===== config.mk =====
export PLATFORM = sky130hd
export DESIGN_NAME = mem_port_arbiter_flat
export DESIGN_NICKNAME = d
export VERILOG_FILES = /design/src/rtl/mem_port_arbiter_if.sv /design/src/rtl/mem_port_arbiter.sv /design/src/flat_wrapper.sv
export SDC_FILE = /design/constraint.sdc
export NUM_CORES = 1
export LEC_CHECK = 0
export CAP_MARGIN = 25
export CORE_AREA = 3 3 103 105
export CTS_CLUSTER_DIAMETER = 120
export DETAILED_ROUTE_END_ITERATION = 8
export DIE_AREA = 0 0 106 108
export GPL_ROUTABILITY_DRIVEN = 0
export GPL_TIMING_DRIVEN = 0
export PLACE_DENSITY = 0.62
export RECOVER_POWER = 25
export SETUP_SLACK_MARGIN = 0.1
export SLEW_MARGIN = 20
export SYNTH_ARGS = -nofsm -noshare
export SYNTH_HDL_FRONTEND = slang
export SYNTH_SLANG_ARGS = --single-unit

===== constraint.sdc =====
create_clock -name clk -period 3 [get_ports clk]
set_clock_uncertainty 0.1 [all_clocks]
set_input_delay 0.45 -clock clk [delete_from_list [all_inputs] [get_ports clk]]
set_output_delay 0.45 -clock clk [all_outputs]
set_load 0.01 [all_outputs]

===== src/rtl/mem_port_arbiter_if.sv =====
// -----------------------------------------------------------------------------
// mem_port_arbiter_if
//
// Purpose: groups the requester-side req/done handshake signals and the
// memory-side req/ack port of the two-requester memory port arbiter.
//
// Parameters:
//   WIDTH - data bus width
//   AW    - address width
//
// Signals:
//   req0/req1, addr0/addr1, wdata0/wdata1, we0/we1 : requester transactions
//   done0/done1, rdata                             : completion back to requesters
//   mem_req, mem_addr, mem_wdata, mem_we           : shared memory port
//   mem_ack, mem_rdata                             : memory completion
//   sel                                            : mux select (1 = requester 1)
//
// Modports:
//   slave  - the arbiter side
//   master - the environment (requesters plus memory)
// -----------------------------------------------------------------------------
interface mem_port_arbiter_if #(
    parameter int WIDTH = 32,
    parameter int AW    = 32
);
    logic             req0;
    logic             req1;
    logic [AW-1:0]    addr0;
    logic [AW-1:0]    addr1;
    logic [WIDTH-1:0] wdata0;
    logic [WIDTH-1:0] wdata1;
    logic             we0;
    logic             we1;
    logic             done0;
    logic             done1;
    logic [WIDTH-1:0] rdata;
    logic             mem_req;
    logic [AW-1:0]    mem_addr;
    logic [WIDTH-1:0] mem_wdata;
    logic             mem_we;
    logic             mem_ack;
    logic [WIDTH-1:0] mem_rdata;
    logic             sel;

    modport slave (
        input  req0, req1, addr0, addr1, wdata0, wdata1, we0, we1,
        input  mem_ack, mem_rdata,
        output done0, done1, rdata,
        output mem_req, mem_addr, mem_wdata, mem_we, sel
    );

    modport master (
        output req0, req1, addr0, addr1, wdata0, wdata1, we0, we1,
        output mem_ack, mem_rdata,
        input  done0, done1, rdata,
        input  mem_req, mem_addr, mem_wdata, mem_we, sel
    );
endinterface


===== src/rtl/mem_port_arbiter.sv =====
// -----------------------------------------------------------------------------
// mem_port_arbiter
//
// Purpose: shares one memory port between instruction fetch (requester 0) and
// data access (requester 1). A grant is held until memory acknowledges; on the
// ack the arbiter hands straight over to the other requester if it is waiting,
// otherwise it returns to IDLE. Ties in IDLE are broken round-robin.
//
// Ports:
//   clk   - rising-edge clock
//   rst_n - asynchronous active-low reset
//   bus   - mem_port_arbiter_if.slave (requester handshakes + memory port)
//
// Parameters:
//   WIDTH - data bus width
//   AW    - address width
//
// Build option:
//   ARB_FIXED_PRIO_EN - when defined, requester 1 wins every tie in IDLE.
//                       Direct hand-over after an ack is unchanged and `last`
//                       is still tracked.
//
// States:
//   state | meaning
//   ------+----------------------------------------------
//   IDLE  | no transaction; memory port shows requester 0
//   BUSY0 | requester 0 owns the port, waiting for mem_ack
//   BUSY1 | requester 1 owns the port, waiting for mem_ack
// -----------------------------------------------------------------------------
module mem_port_arbiter #(
    parameter int WIDTH = 32,
    parameter int AW    = 32
) (
    input  logic                clk,
    input  logic                rst_n,
    mem_port_arbiter_if.slave   bus
);

    typedef enum logic [1:0] {
        IDLE  = 2'b00,
        BUSY0 = 2'b01,
        BUSY1 = 2'b10
    } state_t;

    state_t state_q;
    state_t state_d;
    logic   last_q;
    logic   last_d;
    logic   pick1;

    logic             sel_w;
    logic [AW-1:0]    addr_mux;
    logic [WIDTH-1:0] wdata_mux;
    logic             we_mux;

    always_ff @(posedge clk or negedge rst_n) begin
        if (!rst_n) begin
            state_q <= IDLE;
            last_q  <= 1'b1;    // requester 0 wins the first tie
        end else begin
            state_q <= state_d;
            last_q  <= last_d;
        end
    end

    // Tie-break decision used only when both requests are up in IDLE.
`ifdef ARB_FIXED_PRIO_EN
    assign pick1 = 1'b1;
`else
    assign pick1 = ~last_q;
`endif

    always_comb begin
        state_d = state_q;
        last_d  = last_q;
        case (state_q)
            IDLE: begin
                if (bus.req0 && bus.req1) begin
                    if (pick1) begin
                        state_d = BUSY1;
                        last_d  = 1'b1;
                    end else begin
                        state_d = BUSY0;
                        last_d  = 1'b0;
                    end
                end else if (bus.req0) begin
                    state_d = BUSY0;
                    last_d  = 1'b0;
                end else if (bus.req1) begin
                    state_d = BUSY1;
                    last_d  = 1'b1;
                end
            end
            // The completing requester's own req is deliberately not looked
            // at in its ack cycle: it re-arbitrates from IDLE if still high.
            BUSY0: begin
                if (bus.mem_ack) begin
                    if (bus.req1) begin
                        state_d = BUSY1;
                        last_d  = 1'b1;
                    end else begin
                        state_d = IDLE;
                    end
                end
            end
            BUSY1: begin
                if (bus.mem_ack) begin
                    if (bus.req0) begin
                        state_d = BUSY0;
                        last_d  = 1'b0;
                    end else begin
                        state_d = IDLE;
                    end
                end
            end
            default: begin
                state_d = IDLE;
            end
        endcase
    end

    // Steering muxes onto the shared port; IDLE shows requester 0.
    assign sel_w     = (state_q == BUSY1);
    assign addr_mux  = sel_w ? bus.addr1  : bus.addr0;
    assign wdata_mux = sel_w ? bus.wdata1 : bus.wdata0;
    assign we_mux    = sel_w ? bus.we1    : bus.we0;

    assign bus.sel       = sel_w;
    assign bus.mem_req   = (state_q != IDLE);
    assign bus.mem_addr  = addr_mux;
    assign bus.mem_wdata = wdata_mux;
    assign bus.mem_we    = we_mux;

    // Completion is the ack itself, qualified by the owner; acks in IDLE vanish.
    assign bus.done0 = bus.mem_ack & (state_q == BUSY0);
    assign bus.done1 = bus.mem_ack & (state_q == BUSY1);
    assign bus.rdata = bus.mem_rdata;

endmodule


===== src/flat_wrapper.sv =====
// flat-port wrapper written by rule: the top's interface ports become plain ports
module mem_port_arbiter_flat 
#(
    parameter int WIDTH = 32,
    parameter int AW    = 32
)
  (clk, rst_n, bus_req0, bus_req1, bus_addr0, bus_addr1, bus_wdata0, bus_wdata1, bus_we0, bus_we1, bus_mem_ack, bus_mem_rdata, bus_done0, bus_done1, bus_rdata, bus_mem_req, bus_mem_addr, bus_mem_wdata, bus_mem_we, bus_sel);
  mem_port_arbiter_if #(.WIDTH(WIDTH), .AW(AW)) bus_i ();
  input  logic clk;
  input  logic rst_n;
  input wire logic [$bits(bus_i.req0)-1:0] bus_req0;
  input wire logic [$bits(bus_i.req1)-1:0] bus_req1;
  input wire logic [$bits(bus_i.addr0)-1:0] bus_addr0;
  input wire logic [$bits(bus_i.addr1)-1:0] bus_addr1;
  input wire logic [$bits(bus_i.wdata0)-1:0] bus_wdata0;
  input wire logic [$bits(bus_i.wdata1)-1:0] bus_wdata1;
  input wire logic [$bits(bus_i.we0)-1:0] bus_we0;
  input wire logic [$bits(bus_i.we1)-1:0] bus_we1;
  input wire logic [$bits(bus_i.mem_ack)-1:0] bus_mem_ack;
  input wire logic [$bits(bus_i.mem_rdata)-1:0] bus_mem_rdata;
  output wire logic [$bits(bus_i.done0)-1:0] bus_done0;
  output wire logic [$bits(bus_i.done1)-1:0] bus_done1;
  output wire logic [$bits(bus_i.rdata)-1:0] bus_rdata;
  output wire logic [$bits(bus_i.mem_req)-1:0] bus_mem_req;
  output wire logic [$bits(bus_i.mem_addr)-1:0] bus_mem_addr;
  output wire logic [$bits(bus_i.mem_wdata)-1:0] bus_mem_wdata;
  output wire logic [$bits(bus_i.mem_we)-1:0] bus_mem_we;
  output wire logic [$bits(bus_i.sel)-1:0] bus_sel;
  assign bus_i.req0 = bus_req0;
  assign bus_i.req1 = bus_req1;
  assign bus_i.addr0 = bus_addr0;
  assign bus_i.addr1 = bus_addr1;
  assign bus_i.wdata0 = bus_wdata0;
  assign bus_i.wdata1 = bus_wdata1;
  assign bus_i.we0 = bus_we0;
  assign bus_i.we1 = bus_we1;
  assign bus_i.mem_ack = bus_mem_ack;
  assign bus_i.mem_rdata = bus_mem_rdata;
  assign bus_done0 = bus_i.done0;
  assign bus_done1 = bus_i.done1;
  assign bus_rdata = bus_i.rdata;
  assign bus_mem_req = bus_i.mem_req;
  assign bus_mem_addr = bus_i.mem_addr;
  assign bus_mem_wdata = bus_i.mem_wdata;
  assign bus_mem_we = bus_i.mem_we;
  assign bus_sel = bus_i.sel;
  mem_port_arbiter #(.WIDTH(WIDTH), .AW(AW)) u_core (.clk(clk), .rst_n(rst_n), .bus(bus_i));
endmodule

==> impl_table.tex, run 1 <==
\begin{tabular}{lr}
\hline
Metric & Value \\
\hline
\multicolumn{2}{l}{\textbf{Routing}} \\
\quad DRC violation total after the first TritonRoute iteration & 52 \\
\quad Post-route antenna net violation count & 0 \\
\quad Total vias in the final route & 1944 \\
\quad Via density & 3.80 \\
\quad First-pass iteration count of the detailed router & 4 \\
\quad WL final & 7.62 mm \\
\quad Routed length per instance & 14.9 um \\
\quad DRC violation count after routing & 0 \\
\multicolumn{2}{l}{\textbf{Logic synthesis}} \\
\quad Predominant post-synthesis flop cell & sky130\_fd\_sc\_hd\_\_dfrtp\_1 \\
\quad Cell types with the largest area share after synthesis & sky130\_fd\_sc\_hd\_\_mux2\_2, sky130\_fd\_sc\_hd\_\_buf\_4, sky130\_fd\_sc\_hd\_\_ha\_1 \\
\quad Share of the yosys chip area belonging to registers & 0.0572 \\
\quad Netlist area before placement & 1340 um2 \\
\quad Warnings from Yosys & 0 \\
\quad Total of flip-flops plus latches after synthesis & 3 \\
\quad Post-Syn Nets & 313 \\
\quad Synth top area share & 0.548 \\
\quad Cell with the most instances after synthesis & sky130\_fd\_sc\_hd\_\_mux2\_2 \\
\quad Number of different library cells in the post-synthesis netlist & 25 \\
\quad Mean post-synth cell area & 9.54 um2 \\
\quad Synth top cells by count & sky130\_fd\_sc\_hd\_\_mux2\_2, sky130\_fd\_sc\_hd\_\_buf\_4, sky130\_fd\_sc\_hd\_\_buf\_2 \\
\quad Cell taking the most area after synthesis & sky130\_fd\_sc\_hd\_\_mux2\_2 \\
\quad Number of synthesized flops with an enable pin & 0 \\
\quad Cell count after synthesis & 140 \\
\quad Synth async-reset ratio & 1.00 \\
\multicolumn{2}{l}{\textbf{Global routing}} \\
\quad GRT busiest layer & met2 \\
\quad All-Layer GR Usage & 0.119 \\
\quad GR Layer Usage met3 & 0.0287 \\
\quad Met2 usage & 0.236 \\
\quad Antenna violations before repair & 1 \\
\quad Overflow after GRT & 0 \\
\quad Largest net degree at the start of global routing & 11 \\
\quad Number of global-route vias before repair & 2000 \\
\quad Wire length of the first global-routing pass & 11.0 mm \\
\quad Global-route met1 utilization & 0.130 \\
\multicolumn{2}{l}{\textbf{Cells and area}} \\
\quad Antenna fix cells & 0 \\
\quad Area taken by flip-flops and latches & 76.3 um2 \\
\quad Area taken by multi-input logic gates & 963 um2 \\
\quad Utilization after layout & 0.403 \\
\quad Layout cells sized above 1 & 0.296 \\
\quad Filler Cells Inserted & 987 \\
\quad Number of nets in the final layout & 553 \\
\quad Synthesis-to-finish area growth & 193\% \\
\multicolumn{2}{l}{\textbf{Worst setup path}} \\
\quad CP delay by family, top & buffers and inverters \\
\quad Crit Path Category & reg -> out \\
\quad Launch instance of the worst register-to-register path & u\_core.state\_q[0] \\
\quad Type of element launching the critical path & register \\
\quad Slowest cell delay on critical path & 490 ps \\
\quad Biggest fanout along the worst timing path & 10 \\
\quad Worst flop-to-flop path endpoint & u\_core.last\_q \\
\quad Sequence of cells on the critical path & inv\_1 -> ha\_1 -> clkbuf\_4 -> buf\_2 -> mux2\_2 -> clkdlybuf4s50\_1 \\
\quad Critical path buffers and inverters & 4 \\
\quad Required time at the worst-slack endpoint & 2450 ps \\
\quad Register-to-register setup slack & 1220 ps \\
\quad Critical path endpoint category & output pin \\
\quad Slowest cell on crit path & sky130\_fd\_sc\_hd\_\_clkdlybuf4s50\_1 \\
\quad CP Data Arrival Time & 2230 ps \\
\quad Depth of the worst register-to-register path & 5 \\
\multicolumn{2}{l}{\textbf{STA}} \\
\quad Post-route clock period utilization & 0.925 \\
\quad Worst path setup slack after routing & 224 ps \\
\quad FMAX & 360 MHz \\
\quad Max transition margin & 0.805 \\
\quad Final critical-path required period & 2780 ps \\
\quad Final slew viol count & 0 \\
\quad Total count of hold-check failures in the final report & 0 \\
\quad Number of setup violations in the final report & 0 \\
\quad Unrepaired setup endpoints after global routing & true \\
\quad Setup TNS after final layout & 0 ps \\
\quad Worst-Margin Slew & 289 ps \\
\multicolumn{2}{l}{\textbf{Floorplan}} \\
\quad Ports & 268 \\
\quad Initial core utilization & 0.137 \\
\quad Die width & 106 um \\
\quad CORE AREA & 9730 um2 \\
\quad Chip height & 108 um \\
\quad Full die area & 11400 um2 \\
\quad Std cell rows & 36 \\
\multicolumn{2}{l}{\textbf{Pwr}} \\
\quad Power per cell area & 509 nW/um2 \\
\quad Maximum resistive drop on vdd & 0.213 mV \\
\quad Leak Pwr & 1.54 nW \\
\multicolumn{2}{l}{\textbf{Clock network}} \\
\quad Buffer cell driving the clock tree root & sky130\_fd\_sc\_hd\_\_clkbuf\_8 \\
\quad Buffer depth of the longest clock path & 2 \\
\quad Clock tree from TritonCTS & built \\
\quad Worst-path clk slew & 30 ps \\
\quad Source-to-sink clock delay at the later pin of the worst-skew pair & 210 ps \\
\quad TritonCTS Buffers & 3 \\
\quad Maximum level of the CTS H-tree & 1 \\
\quad Number of sinks handled by clock tree synthesis & 3 \\
\multicolumn{2}{l}{\textbf{Job}} \\
\quad Maxcap violations & 0 \\
\multicolumn{2}{l}{\textbf{Min path}} \\
\quad Class of the tightest hold or removal check & in -> async \\
\multicolumn{2}{l}{\textbf{Placed design}} \\
\quad Number of buffer cells added on primary ports & 235 \\
\quad Half-perimeter wire length of the detailed placement result & 6.79 mm \\
\quad Post-Place Setup Slack & 330 ps \\
\multicolumn{2}{l}{\textbf{Outcome}} \\
\quad Outcome & complete, no violations \\
\hline
\end{tabular}
[where the power goes]
part / total, mW / internal [mW] / switching [mW] / leakage, nW
clock network: 0.116 / 0.0905 / 0.0259 / 0.0228
registers: 0.0865 / 0.0650 / 0.0215 / 0.0358
logic: 1.79 / 1.12 / 0.669 / 1.48
total: 1.99 / 1.27 / 0.717 / 1.54
[cells by family after synthesis]
| group | count (synthesis) | synth area share |
|---|---|---|
| muxes | 66 | 0.556 |
| buffers and inverters | 44 | 0.221 |
| and+or+nand+nor | 11 | 0.0497 |
| AOI/OAI and AO/OA | 10 | 0.0600 |
| adders and majority gates | 6 | 0.0562 |
| DFF | 3 | 0.0572 |
[area by class of cell]
| class | instances | share of cell area |
|---|---|---|
| flip-flops and latches | 3 | 0.0195 |
| repair buffers | 235 | 0.601 |
| inverters | 4 | 0.00383 |
| plain buffers | 40 | 0.0760 |
| well taps | 133 | 0.0425 |
| multi-input cells | 93 | 0.246 |
| clock buffers | 4 | 0.0115 |
[cell usage in the layout, fill, tap and decap left out]
cell type,netlist,layout
sky130_fd_sc_hd__mux2i_1,1,1
sky130_fd_sc_hd__dlygate4sd3_1,0,24
sky130_fd_sc_hd__nand3_1,1,1
sky130_fd_sc_hd__dfrtp_1,2,2
sky130_fd_sc_hd__nand2b_1,1,1
sky130_fd_sc_hd__dfstp_2,1,1
sky130_fd_sc_hd__or3_1,1,1
sky130_fd_sc_hd__a31oi_1,1,1
sky130_fd_sc_hd__a221oi_2,1,1
sky130_fd_sc_hd__clkdlybuf4s50_1,0,211
sky130_fd_sc_hd__o21ba_1,1,1
sky130_fd_sc_hd__nor2_1,2,2
sky130_fd_sc_hd__nand2_1,1,1
sky130_fd_sc_hd__o21ai_0,2,2
sky130_fd_sc_hd__clkbuf_8,0,3
sky130_fd_sc_hd__ha_1,6,6
sky130_fd_sc_hd__a21oi_1,1,1
sky130_fd_sc_hd__clkbuf_1,0,1
sky130_fd_sc_hd__buf_2,8,1
sky130_fd_sc_hd__nor2b_1,1,1
sky130_fd_sc_hd__nor3b_1,1,1
sky130_fd_sc_hd__and3b_1,1,1
sky130_fd_sc_hd__o31ai_1,1,1
sky130_fd_sc_hd__inv_1,4,4
sky130_fd_sc_hd__clkbuf_4,0,3
sky130_fd_sc_hd__o41ai_1,2,2
sky130_fd_sc_hd__and2_2,2,2
sky130_fd_sc_hd__mux2_2,65,65
sky130_fd_sc_hd__buf_4,32,36
sky130_fd_sc_hd__a221oi_1,1,1
[through the flow]
stage,hold WS [ps],cells,cell area [um2],power [mW]
2_1_floorplan,54.4,140,1340,0.975
4_1_cts,321,512,3900,2.01
3_3_place_gp,444,508,3850,1.87
5_1_grt,404,512,3920,2.13
6_report,392,512,3920,1.99
3_5_place_dp,439,508,3850,1.88
[per-layer routing]
metal,share of wire,up-vias
li1,-,946
met4,0.0013,2
met2,0.57,98
met1,0.35,894
met3,0.078,4
met5,0.0017,-
[how the worst max path moves through the flow]
| stage | to | slack, ps | start | depth (start not counted) |
|---|---|---|---|---|
| global placement | bus_mem_addr[21] | 350 | u_core.state_q[0] | 6 |
| floorplan | bus_mem_addr[0] | 980 | u_core.state_q[0] | 5 |
| detailed placement | bus_mem_addr[24] | 330 | u_core.state_q[0] | 6 |
| finish | bus_mem_addr[14] | 220 | u_core.state_q[0] | 6 |
| CTS | bus_mem_addr[5] | 100 | u_core.state_q[0] | 6 |
| global route | bus_mem_addr[20] | 80 | u_core.state_q[0] | 6 |
[timing repair]
item,in CTS,in global routing
setup endpoints to repair,2,65
cloned,0,0
resized for setup,1,9
hold buffers,0,0
buffers inserted,0,0
[flip-flops by register name (all words and copies together) (netlist names)]
signal / cells
u_core.state_q: 2
u_core.last_q: 1
Note: power is estimated with default switching activity, not from simulation.
==> run 2, diff against run 1 <==
--- a/config.mk
+++ b/config.mk
@@ -10,8 +10,8 @@
 export CTS_CLUSTER_DIAMETER = 120
 export DETAILED_ROUTE_END_ITERATION = 8
 export DIE_AREA = 0 0 106 108
-export GPL_ROUTABILITY_DRIVEN = 0
 export GPL_TIMING_DRIVEN = 0
+export HOLD_SLACK_MARGIN = 0.02
 export PLACE_DENSITY = 0.62
 export RECOVER_POWER = 25
 export SETUP_SLACK_MARGIN = 0.1
@@ -19,3 +19,4 @@
 export SYNTH_ARGS = -nofsm -noshare
 export SYNTH_HDL_FRONTEND = slang
 export SYNTH_SLANG_ARGS = --single-unit
+export TNS_END_PERCENT = 50
==> results of run 2 <==
Final layout, timing and power as in run 1 (identical DEF).
==> run 3, diff against run 2 <==
==> constraint.sdc (replaced) <==
create_clock -name clk -period 3 [get_ports clk]
set_clock_uncertainty 0.1 [all_clocks]
set_input_delay 0.3 -clock clk [delete_from_list [all_inputs] [get_ports clk]]
set_output_delay 0.3 -clock clk [all_outputs]
set_load 0.01 [all_outputs]
==> run 3 against run 2 <==
  * Clock power hardly changed
  * Critical endpoint is now bus_mem_addr[24]
  * Flip-flop and latch count stayed put
  * Non-clock buffer count stayed put
  * Combinational power hardly changed
  * Hold slack worse by 150 ps
  * Via count is 0.15% lower
  * Register-to-register slack worse by 40 ps
  * Setup slack better by 63 ps
  * Wire length is 0.18% higher
  * Die area stayed put
  * Core utilization is 0.18 points lower
  * Sequential power hardly changed
==> impl_table.tex, run 3 (synthesis gave the netlist of run 1 again) <==
\begin{tabular}{lr}
\hline
Metric & Value \\
\hline
\multicolumn{2}{l}{\textbf{Outcome}} \\
\quad Outcome & complete, no violations \\
\multicolumn{2}{l}{\textbf{Floorplan}} \\
\quad Full die area & 11400 um2 \\
\quad CORE AREA & 9730 um2 \\
\quad Die width & 106 um \\
\quad Initial core utilization & 0.137 \\
\quad Std cell rows & 36 \\
\quad Chip height & 108 um \\
\quad Ports & 268 \\
\multicolumn{2}{l}{\textbf{Worst setup path}} \\
\quad Crit Path Category & reg -> out \\
\quad Slowest cell on crit path & sky130\_fd\_sc\_hd\_\_clkdlybuf4s50\_1 \\
\quad Most frequent cell on the critical path & sky130\_fd\_sc\_hd\_\_buf\_2 \\
\quad CP delay by family, top & buffers and inverters \\
\quad Critical path endpoint category & output pin \\
\quad Type of element launching the critical path & register \\
\quad CP Data Arrival Time & 2310 ps \\
\quad Slowest cell delay on critical path & 490 ps \\
\quad Cell count along the critical path & 6 \\
\quad Depth of the worst register-to-register path & 6 \\
\quad Critical path buffers and inverters & 4 \\
\quad Required time at the worst-slack endpoint & 2600 ps \\
\quad Biggest fanout along the worst timing path & 10 \\
\quad Sequence of cells on the critical path & inv\_1 -> ha\_1 -> buf\_2 -> buf\_2 -> mux2\_2 -> clkdlybuf4s50\_1 \\
\multicolumn{2}{l}{\textbf{Placed design}} \\
\quad Post-Place Setup Slack & 480 ps \\
\quad Post-placement cell area & 3850 um2 \\
\quad Number of buffer cells added on primary ports & 235 \\
\quad Half-perimeter wire length of the detailed placement result & 6.79 mm \\
\quad Routability congestion estimate from global placement & 0.783 \\
\quad Placed Instances & 508 \\
\multicolumn{2}{l}{\textbf{Clock network}} \\
\quad Worst-path clk slew & 30 ps \\
\quad Buffer cell driving the clock tree root & sky130\_fd\_sc\_hd\_\_clkbuf\_8 \\
\quad TritonCTS Buffers & 3 \\
\quad Maximum level of the CTS H-tree & 1 \\
\quad Setup repair bufs after CTS & 0 \\
\quad Source-to-sink clock delay at the later pin of the worst-skew pair & 210 ps \\
\quad Buffer depth of the longest clock path & 2 \\
\quad \# hold bufs at CTS & 0 \\
\quad Number of sinks handled by clock tree synthesis & 3 \\
\quad Number of gates given a new drive strength after cts & 0 \\
\quad Clock tree from TritonCTS & built \\
\multicolumn{2}{l}{\textbf{Pwr}} \\
\quad Power per cell area & 504 nW/um2 \\
\quad Overall Power & 1.97 mW \\
\quad Leak Pwr & 1.54 nW \\
\quad Maximum resistive drop on vdd & 0.212 mV \\
\multicolumn{2}{l}{\textbf{Global routing}} \\
\quad Number of global-route vias before repair & 2000 \\
\quad Largest net degree at the start of global routing & 11 \\
\quad Antenna violations before repair & 1 \\
\quad Overflow after GRT & 0 \\
\quad Wire length of the first global-routing pass & 11.0 mm \\
\quad All-Layer GR Usage & 0.119 \\
\multicolumn{2}{l}{\textbf{Cells and area}} \\
\quad Top flop regs & u\_core.state\_q (2), u\_core.last\_q (1) \\
\quad Flip-flop count of the largest register after layout & 2 \\
\quad Post-Layout Cell Count & 512 \\
\quad Antenna fix cells & 0 \\
\quad Final non-filler cell area & 3900 um2 \\
\quad Most common cell after layout, fill and taps aside & sky130\_fd\_sc\_hd\_\_clkdlybuf4s50\_1 \\
\quad Commonest cells after routing, fill and taps aside & sky130\_fd\_sc\_hd\_\_clkdlybuf4s50\_1, sky130\_fd\_sc\_hd\_\_mux2\_2, sky130\_fd\_sc\_hd\_\_buf\_4 \\
\quad Number of nets in the final layout & 553 \\
\quad Reg with most FFs & u\_core.state\_q \\
\quad Layout cells sized above 1 & 0.296 \\
\quad Synthesis-to-finish area growth & 192\% \\
\multicolumn{2}{l}{\textbf{STA}} \\
\quad Worst path setup slack after routing & 287 ps \\
\quad Final critical-path required period & 2710 ps \\
\quad Max transition margin & 0.805 \\
\quad Number of setup violations in the final report & 0 \\
\quad Final slew viol count & 0 \\
\quad FMAX & 369 MHz \\
\quad Total count of hold-check failures in the final report & 0 \\
\quad Worst-Margin Slew & 289 ps \\
\quad Setup TNS after final layout & 0 ps \\
\quad Unrepaired setup endpoints after global routing & false \\
\quad Post-route clock period utilization & 0.904 \\
\multicolumn{2}{l}{\textbf{Routing}} \\
\quad First-pass iteration count of the detailed router & 4 \\
\quad Total vias in the final route & 1941 \\
\quad Via density & 3.79 \\
\quad WL final & 7.63 mm \\
\quad DRC violation total after the first TritonRoute iteration & 49 \\
\quad Post-route antenna net violation count & 0 \\
\quad Routed length per instance & 14.9 um \\
\quad DRC violation count after routing & 0 \\
\multicolumn{2}{l}{\textbf{Min path}} \\
\quad Class of the tightest hold or removal check & in -> async \\
\multicolumn{2}{l}{\textbf{Job}} \\
\quad Maxcap violations & 0 \\
\hline
\end{tabular}
run 3: changes by cell type in the layout (fill, tap and decap cells not counted):
cell | before | now
sky130_fd_sc_hd__buf_4 | 36 | 32
sky130_fd_sc_hd__buf_2 | 1 | 8
sky130_fd_sc_hd__clkbuf_4 | 3 | 0
run 3: per-layer routing:
metal | up-vias | global-route usage | share of wire
met2 | 98 | 0.236 | 0.57
met1 | 892 | 0.130 | 0.34
met5 | - | 0 | 0.0017
met4 | 2 | 0.0167 | 0.0013
li1 | 945 | - | -
met3 | 4 | 0.0287 | 0.079
run 3: final timing paths:
kind | startpoint | end | slack, ps
setup / recovery | u_core.state_q[0] | bus_mem_addr[24] | 290
min in group clk | u_core.last_q | u_core.last_q | 450
max in group asynchronous | rst_n | u_core.last_q | 2330
hold reg to reg | u_core.last_q | u_core.last_q | 450
hold / removal | rst_n | u_core.state_q[1] | 240
setup reg to reg | u_core.state_q[0] | u_core.last_q | 1180
run 3: layout make-up:
cell class / count / area, um2
Inverter: 4 / 15.0
Clock buffer: 4 / 45.0
Fill cell: 990 / 5830
Tap cell: 133 / 166
Timing Repair Buffer: 235 / 2350
Multi-Input combinational cell: 93 / 963
Sequential cell: 3 / 76.3
Buffer: 40 / 280
run 3: where the power goes:
part | internal (mW) | switching, mW
combinational | 1.09 | 0.669
clock | 0.0905 | 0.0259
sequential | 0.0650 | 0.0215
run 3: metrics by stage:
step / hold slack (ps) / util
finish: 242 / 0.401
global route: 254 / 0.401
CTS: 171 / 0.401
detailed placement: 400 / 0.396
global placement: 395 / 0.396
floorplan: -95.6 / -
